==> src/rtl/exp2_drain_pkg.sv <==
// Shared constants, types and FSM state encoding for the result drain.
package exp2_drain_pkg;
  localparam int WORD_W  = 100;
  localparam int CHUNK_W = 25;
  localparam int CHUNKS  = WORD_W / CHUNK_W;
  localparam int IDX_W   = $clog2(CHUNKS);

  typedef logic [WORD_W-1:0]  word_t;
  typedef logic [CHUNK_W-1:0] chunk_t;
  typedef logic [IDX_W-1:0]   idx_t;

  typedef enum logic {
    IDLE = 1'b0,
    SEND = 1'b1
  } drain_state_t;
endpackage

==> src/rtl/exp2_drain_fifo.sv <==
// DEPTH x WORD_W register FIFO; the caller only pushes when a slot is free
// (or is being freed by a pop in the same cycle).
module exp2_drain_fifo
  import exp2_drain_pkg::*;
#(
  parameter int DEPTH = 8,
  localparam int AW = $clog2(DEPTH)
) (
  input  logic          clk,
  input  logic          rst,
  input  logic          push,
  input  word_t         pushWord,
  input  logic          pop,
  output word_t         head,
  output logic          full,
  output logic          empty,
  output logic [AW:0]   level
);
  word_t       mem [DEPTH];
  logic [AW:0] wrPtr;
  logic [AW:0] rdPtr;

  // Pointers carry one extra bit so full and empty are distinguishable.
  always_ff @(posedge clk or posedge rst) begin
    if (rst) begin
      wrPtr <= '0;
      rdPtr <= '0;
    end else begin
      if (push) wrPtr <= wrPtr + 1'b1;
      if (pop)  rdPtr <= rdPtr + 1'b1;
    end
  end

  always_ff @(posedge clk) begin
    if (push) mem[wrPtr[AW-1:0]] <= pushWord;
  end

  assign level = wrPtr - rdPtr;
  assign full  = (level == (AW+1)'(DEPTH));
  assign empty = (level == '0);
  assign head  = mem[rdPtr[AW-1:0]];
endmodule

==> src/rtl/exp2_result_drain.sv <==
// Buffers free-running producer words and serialises them MSB-chunk first.
// Optional stats outputs (drop_cnt, word_cnt) are built when EXP2_DRAIN_STATS_EN is defined.
// Output handshake: a beat transfers on a rising edge where out_valid & out_ready; while
// out_valid is high and out_ready low, out_data/out_last hold and out_valid stays high.
module exp2_result_drain
  import exp2_drain_pkg::*;
#(
  parameter int DEPTH  = 8,
  parameter int WARMUP = 10,
  localparam int LW = $clog2(DEPTH) + 1,
  localparam int CW = $clog2(WARMUP + 1)
) (
  input  logic            clk,
  input  logic            rst,
  input  word_t           in_word,
  input  logic            in_valid,
  output chunk_t          out_data,
  output logic            out_valid,
  input  logic            out_ready,
  output logic            out_last,
  output logic [LW-1:0]   level,
  output logic            overflow,
`ifdef EXP2_DRAIN_STATS_EN
  output logic [7:0]      drop_cnt,
  output logic [15:0]     word_cnt,
`endif
  output drain_state_t    stateDbg
);
  logic [CW-1:0] warmCnt;
  logic          warm;
  logic          qualified;
  logic          push;
  logic          pop;
  logic          drop;
  logic          full;
  logic          empty;
  word_t         head;
  drain_state_t  state, stateNext;
  idx_t          idx, idxNext;

  always_ff @(posedge clk or posedge rst) begin
    if (rst) warmCnt <= '0;
    else if (warmCnt != CW'(WARMUP)) warmCnt <= warmCnt + 1'b1;
  end

  assign warm      = (warmCnt == CW'(WARMUP));
  assign qualified = in_valid & warm;
  // A last-beat pop frees the head slot in time for a same-cycle push.
  assign push      = qualified & (~full | pop);
  assign drop      = qualified & full & ~pop;

  exp2_drain_fifo #(.DEPTH(DEPTH)) u_fifo (
    .clk      (clk),
    .rst      (rst),
    .push     (push),
    .pushWord (in_word),
    .pop      (pop),
    .head     (head),
    .full     (full),
    .empty    (empty),
    .level    (level)
  );

  always_ff @(posedge clk or posedge rst) begin
    if (rst) begin
      state <= IDLE;
      idx   <= '0;
    end else begin
      state <= stateNext;
      idx   <= idxNext;
    end
  end

  always_comb begin
    stateNext = state;
    idxNext   = idx;
    out_valid = 1'b0;
    out_data  = '0;
    out_last  = 1'b0;
    pop       = 1'b0;
    case (state)
      IDLE: begin
        if (!empty) begin
          stateNext = SEND;
          idxNext   = idx_t'(CHUNKS - 1);
        end
      end
      SEND: begin
        out_valid = 1'b1;
        out_data  = head[int'(idx)*CHUNK_W +: CHUNK_W];
        out_last  = (idx == '0);
        if (out_ready) begin
          if (idx == '0) begin
            pop = 1'b1;
            // Stay in SEND when another word remains, including one pushed this cycle.
            stateNext = ((level > LW'(1)) || qualified) ? SEND : IDLE;
            idxNext   = idx_t'(CHUNKS - 1);
          end else begin
            idxNext = idx - 1'b1;
          end
        end
      end
      default: stateNext = IDLE;
    endcase
  end

  always_ff @(posedge clk or posedge rst) begin
    if (rst) overflow <= 1'b0;
    else if (drop) overflow <= 1'b1;
  end

`ifdef EXP2_DRAIN_STATS_EN
  always_ff @(posedge clk or posedge rst) begin
    if (rst) begin
      drop_cnt <= '0;
      word_cnt <= '0;
    end else begin
      if (drop && drop_cnt != 8'hFF) drop_cnt <= drop_cnt + 1'b1;
      if (pop) word_cnt <= word_cnt + 1'b1;
    end
  end
`endif

  assign stateDbg = state;
endmodule
==> config.mk <==
export PLATFORM = sky130hd
export DESIGN_NAME = exp2_result_drain
export DESIGN_NICKNAME = d
export VERILOG_FILES = /design/src/rtl/exp2_drain_pkg.sv /design/src/rtl/exp2_drain_fifo.sv /design/src/rtl/exp2_result_drain.sv
export SDC_FILE = /design/constraint.sdc
export NUM_CORES = 1
export LEC_CHECK = 0
export CORE_ASPECT_RATIO = 2
export CORE_MARGIN = 2
export CORE_UTILIZATION = 40
export DETAILED_ROUTE_END_ITERATION = 12
export DONT_BUFFER_PORTS = 1
export GPL_ROUTABILITY_DRIVEN = 0
export SLEW_MARGIN = 10
export SYNTH_ARGS = -nofsm -noshare
export SYNTH_HDL_FRONTEND = slang
export SYNTH_HIERARCHICAL = 1
export SYNTH_SLANG_ARGS = --single-unit
==> constraint.sdc <==
create_clock -name clk -period 13.7 [get_ports clk]
set_input_delay 3.425 -clock clk [delete_from_list [all_inputs] [get_ports clk]]
set_output_delay 3.425 -clock clk [all_outputs]
set_load 0.02 [all_outputs]
After elaboration in Yosys (flattened, before gate mapping)
Memories as Yosys holds them, arrays and structs flattened.
Cells that the tools add are included.
Word-level totals
  bits in writable memories: 800
  output and inout port bits: 33
  register bits: 16
  logic and storage cells: 49
  memories kept: 1
Operators by class
  equality and inequality tests: 5
  shifts and indexed selects: 1
  add/sub/neg operators: 5
  $mul: 1
  bitwise operators: 8
  reduce and logical (&&, ||, !) cells: 4
  mux-type cells: 17
  $lt $le $gt $ge: 1
Memory list
  u_fifo.mem: depth 8, width 100, read ports 1, clocked after memory_dff 0, write ports 1, RTL line exp2_drain_fifo.sv:19  | word_t mem [DEPTH];
Operators with widths (number)
  100-bit by 8-bit variable part select with 25-bit output: 1
  25-bit 2-to-1 mux: 1
  4-bit by 1-bit adder with 4-bit output, second input constant: 3
  1-bit 2-to-1 mux: 11
  4-bit equality test, second input constant: 2
  2-bit by 5-bit multiplier with 7-bit output, second input constant: 1
  2-bit 2-to-1 mux: 3
  1-bit bitwise AND: 4
  4-bit by 1-bit greater-than comparator with 1-bit output, second input constant: 1
  4-bit zero test: 1
  2-bit != test, second input constant: 2
  4-bit != test, second input constant: 1
  2-bit case mux with 2 select lines: 1
  4-bit subtractor: 1
  1-bit NOT: 3
  2-bit zero test: 1
  1-bit case mux with 2 select lines: 1
  2-bit AND reduction: 1
  2-bit by 1-bit subtractor with 2-bit output, second input constant: 1
  1-bit logical OR: 1
  1-bit OR: 1

Longest topological paths before layout
  depth in word-level cells: 8
  depth in mapped cells: 11
  mapped depth without buffers: 11

By module
The synthesis kept the hierarchy.
Modules (own cells, without submodules)
  exp2_drain_fifo: cells an instance 1422, instances 1, seq. area each 24223.2 um2, area each 30613.1 um2
  exp2_result_drain: cells an instance 102, instances 1, seq. area each 200.2 um2, area each 1201.2 um2

Worst setup path after synthesis
No wires, ideal clock.
  path kind: input port to flip-flop
  from: input out_ready
  to: memory u_fifo/mem[0][0] in the netlist's numbering, enable pin
  stages: 4
  required time: 13.019 ns
  buffers on the path: 0
  slack: 2.196 ns
  library setup time: 0.681 ns
  arrival time: 10.823 ns
  cell sequence: nand3_1 -> a21oi_1 -> nand2_1 -> nor3_1
Between the ends
  longest elaborated chain between the ends: 6
RTL lines
  start: declaration: RTL line exp2_result_drain.sv:19  | input logic out_ready,
  1-bit 2-to-1 mux: RTL line exp2_result_drain.sv:92  | if (out_ready) begin
  1-bit 2-to-1 mux: RTL line exp2_result_drain.sv:81  | case (state)
  1-bit OR: RTL line exp2_result_drain.sv:49  | assign push = qualified & (~full | pop);
  1-bit bitwise AND: RTL line exp2_result_drain.sv:49
  named net push: RTL line exp2_result_drain.sv:32  | logic push;
  1-bit 2-to-1 mux: RTL line exp2_drain_fifo.sv:35  | if (push) mem[wrPtr[AW-1:0]] <= pushWord;
  1-bit 2-to-1 mux (not written as such): RTL line exp2_drain_fifo.sv:35
  end: declaration: RTL line exp2_drain_fifo.sv:19
The timed path passes the listed nets, and every way through them passes these cells.

Final worst setup path
  from: register u_fifo.rdPtr[1]
  to: output out_data[17]
Between the ends
  longest elaborated chain between the ends: 3
RTL lines
  start: declaration: RTL line exp2_drain_fifo.sv:21  | logic [AW:0] rdPtr;
  start signal: assignment: RTL line exp2_drain_fifo.sv:30  | if (pop) rdPtr <= rdPtr + 1'b1;
  memory read 8 x 100 bit
  named net head[92]: RTL line exp2_result_drain.sv:37  | word_t head;
  100-bit by 8-bit variable part select with 25-bit output: RTL line exp2_result_drain.sv:90  | out_data = head[int'(idx)*CHUNK_W +: CHUNK_W];
  25-bit 2-to-1 mux: RTL line exp2_result_drain.sv:81
  end: declaration: RTL line exp2_result_drain.sv:17  | output chunk_t out_data,
The timed path passes the listed nets, and every way through them passes these cells.

==> flow_summary.toml <==
[hold_path]
worst_hold_startpoint = "u_fifo/wrPtr[3]"
min_path_type = "reg2reg"

[logic_synthesis]
yosys.area_share.simple = 0.0461
synth_area_sq_mm = 0.0318
ys_top_cells_by_area = "edfxtp_1, mux4_2, nand2_1"
synth_seq_cells = 816
muxShareOfSynthArea = 0.160
async_flop_share = 0.0196
synthAdderAreaFrac = 0.00378
synth_top_family_by_area = "multiplexers"
seq_area_frac_synth = 0.768
synth_compound_area_frac = 0.00240
synth_cells = 1524
synth.avg_cell_area_sq_um = 20.9
synth_top_area_frac = 0.755
syn_nets = 1637
synth_xor_area_frac = 0.00275
synth_warnings = 6
synth_top_cell_by_area = "edfxtp_1"
synth-edff-count = 800
synthDistinctLibCells = 35
ys.flop_type = "edfxtp_1"

[timing]
finalCritPeriodShare = 0.576
final_max_slew_viol_count = 0
fin_setup_tns_ns = 0
fin_ws_ns = 5.80
maxSlewHeadroom = 0.224
fmax_ghz = 0.127
rsz0062_at_grt = "false"
hold_violations = 0
worst_pin_slew_ns = 1.16
finClkSkew_ns = 0.0237
report.final.setup_viol = 0
fin_crit_ns = 7.90

[routing]
drtAntennaViolNets = 0
wl_per_cell_um = 26.9
drc = 0
vias = 14200
routed_wl_um = 70600
avgViaCountPerCell = 5.43
drt-pass1-iter-count = 7
drtIter0Drc = 917

[global_routing]
grt_max_degree = 105
grt_pass1_vias = 15500
grtUsageTotal = 0.177
grt_first_pass_wirelength_um = 104000
overflow = 0
grt_antenna_before_repair = 1

[place]
dp_slack_ns = 6.34
io_buffers = 0
dp_hpwl_um = 37600

[clock_network]
cts_resized = 0
cts_setup_buffers = 0
cts_max_level = 3
numCtsBuffers = 71
clock-sinks = 816
postCtsHoldBufs = 0
path_clk_slew_ns = 0.07
tritoncts = "done"
clk_latency_ns = 0.65
clk_path_buf_depth = 3
cts-root-buf = "clkbuf_16"

[power]
ir_worst_vdd_uv = 210
power.leakage_nw = 11.3
power.density_mw_per_mm2 = 220

[layout]
fill_cells = 6734
nets = 1654
drive_above_1_share = 0.222
seq_area_sq_mm = 0.0244
postLayoutCoreUtil = 0.446
syn2layout_area_growth_pct = 10.5
multiInputGateArea_sq_mm = 0.00689

[critical_path]
crit_slowest_cell = "buf_4"
path_cells = "buf_4 > buf_4 > mux4_2 > nand2_1 > nand2_1 > mux4_2 > and2_1"
slowest_delay_ns = 0.83
critPathKind = "reg2out"
startpoint = "u_fifo/rdPtr[1]"
regToRegStartpoint = "u_fifo/rdPtr[2]"
cp-start-kind = "register"
cp.arrival_ns = 4.47
required_ns = 10.27
crit_fanout = 60
setup.worst_path.end_class = "primary output"

[run]
drv_cap = 0

[die]
die_width_um = 203
coreArea_sq_mm = 0.0789
rows = 146
fp.dieH_um = 403
io_pins = 137
die-area_sq_mm = 0.0819
start_util = 0.403

[status]
outcome = "completed"
## final cells by class
cell class	instances	share of cell area
multi-input cells	619	0.196
repair buffers	21	0.00662
clock inverters	38	0.0124
inverters	12	0.00142
clock buffers	82	0.0517
flip-flops and latches	816	0.695
well taps	1036	0.0369
diodes	1	0.0000712
## layout by cell type (no fill, tap or decap), types with 2 or more instances in the layout
cell type / n
edfxtp_1: 800
nand2_1: 308
mux4_2: 224
clkbuf_16: 71
and2_1: 27
clkinv_1: 16
buf_4: 15
inv_1: 11
clkbuf_1: 11
dfrtp_1: 11
ha_1: 8
bufinv_16: 8
inv_6: 6
nor2_4: 6
buf_12: 6
a21oi_1: 5
xnor2_1: 5
xor2_1: 5
nand3_1: 4
nand2b_1: 4
clkinv_2: 4
nand3b_1: 3
o21ai_0: 3
dfrtp_4: 3
nand4_1: 2
nor2_1: 2
clkinv_8: 2
dfrtp_2: 2
nor3_2: 2
## worst max-delay path: cells and delay by family (launching register included)
kind / cells / cell delay (ns)
buffers and inverters: 2 / 1.53
multiplexers: 2 / 0.90
flip-flops: 1 / 0.82
AND/OR/NAND/NOR: 3 / 0.47
## synthesized netlist by cell type (all sizes together) (2+ instances only)
library cell / n
and2: 27
mux4: 225
dfrtp: 16
edfxtp: 800
xnor2: 5
o21ai: 3
clkbuf: 21
buf: 56
nand2: 308
inv: 12
nor3: 2
nand2b: 4
nor2: 8
xor2: 5
nand4: 2
nand3b: 3
nand3: 4
a21oi: 5
ha: 8
## state kept, by name, summed over array words and instances, names as in the netlist
register and flops:
warmCnt 4, stateDbg 1, idx 2, u_fifo/rdPtr 4
u_fifo/mem 800, overflow 1, u_fifo/wrPtr 4
## worst paths after layout
path | endpoint | slack, ns | cells past startpoint
min in group asynchronous | idx[1] | 2.61 | 1
hold / removal | u_fifo/wrPtr[3] | 0.50 | 1
setup / recovery | out_data[17] | 5.80 | 7
setup reg to reg | u_fifo/mem[0][78] | 7.71 | 10
hold reg to reg | u_fifo/wrPtr[3] | 0.50 | 1
max in group asynchronous | u_fifo/rdPtr[0] | 10.78 | 1
## metrics by stage
stage	std cells	cell area [sq um]	hold slack, ns	total power, mW
global route	2624	35200	0.500	8.12
finish	2625	35200	0.496	7.75
floorplan	1524	31800	0.461	5.26
detailed placement	2504	32900	0.478	5.88
global placement	2504	32900	0.473	5.84
CTS	2624	35200	0.491	7.88
## routing by layer
layer / vias to the layer above / part of all wire / global-route usage
met5: - / 0 / 0
met4: 0 / 0.023 / 0.0575
met3: 93 / 0.084 / 0.0574
met2: 372 / 0.51 / 0.302
met1: 7666 / 0.38 / 0.212
li1: 6116 / - / -
## kinds of logic (layout without fill, tap and decap cells)
family	count (synthesis)	after routing
AOI/OAI and AO/OA	13	13
xor gates and xnor gates	10	10
adders and majority gates	9	9
buffers and inverters	89	153
DFF	816	816
muxes	226	226
other	0	1
and+or+nand+nor	361	361
## where the power goes
group / internal (mW) / switching, mW / total [mW]
sequential: 3.19 / 0.158 / 3.35
combinational: 0.984 / 1.42 / 2.40
clock: 1.11 / 0.887 / 2.00
total: 5.28 / 2.46 / 7.75
(Power assumes the default switching activity.)
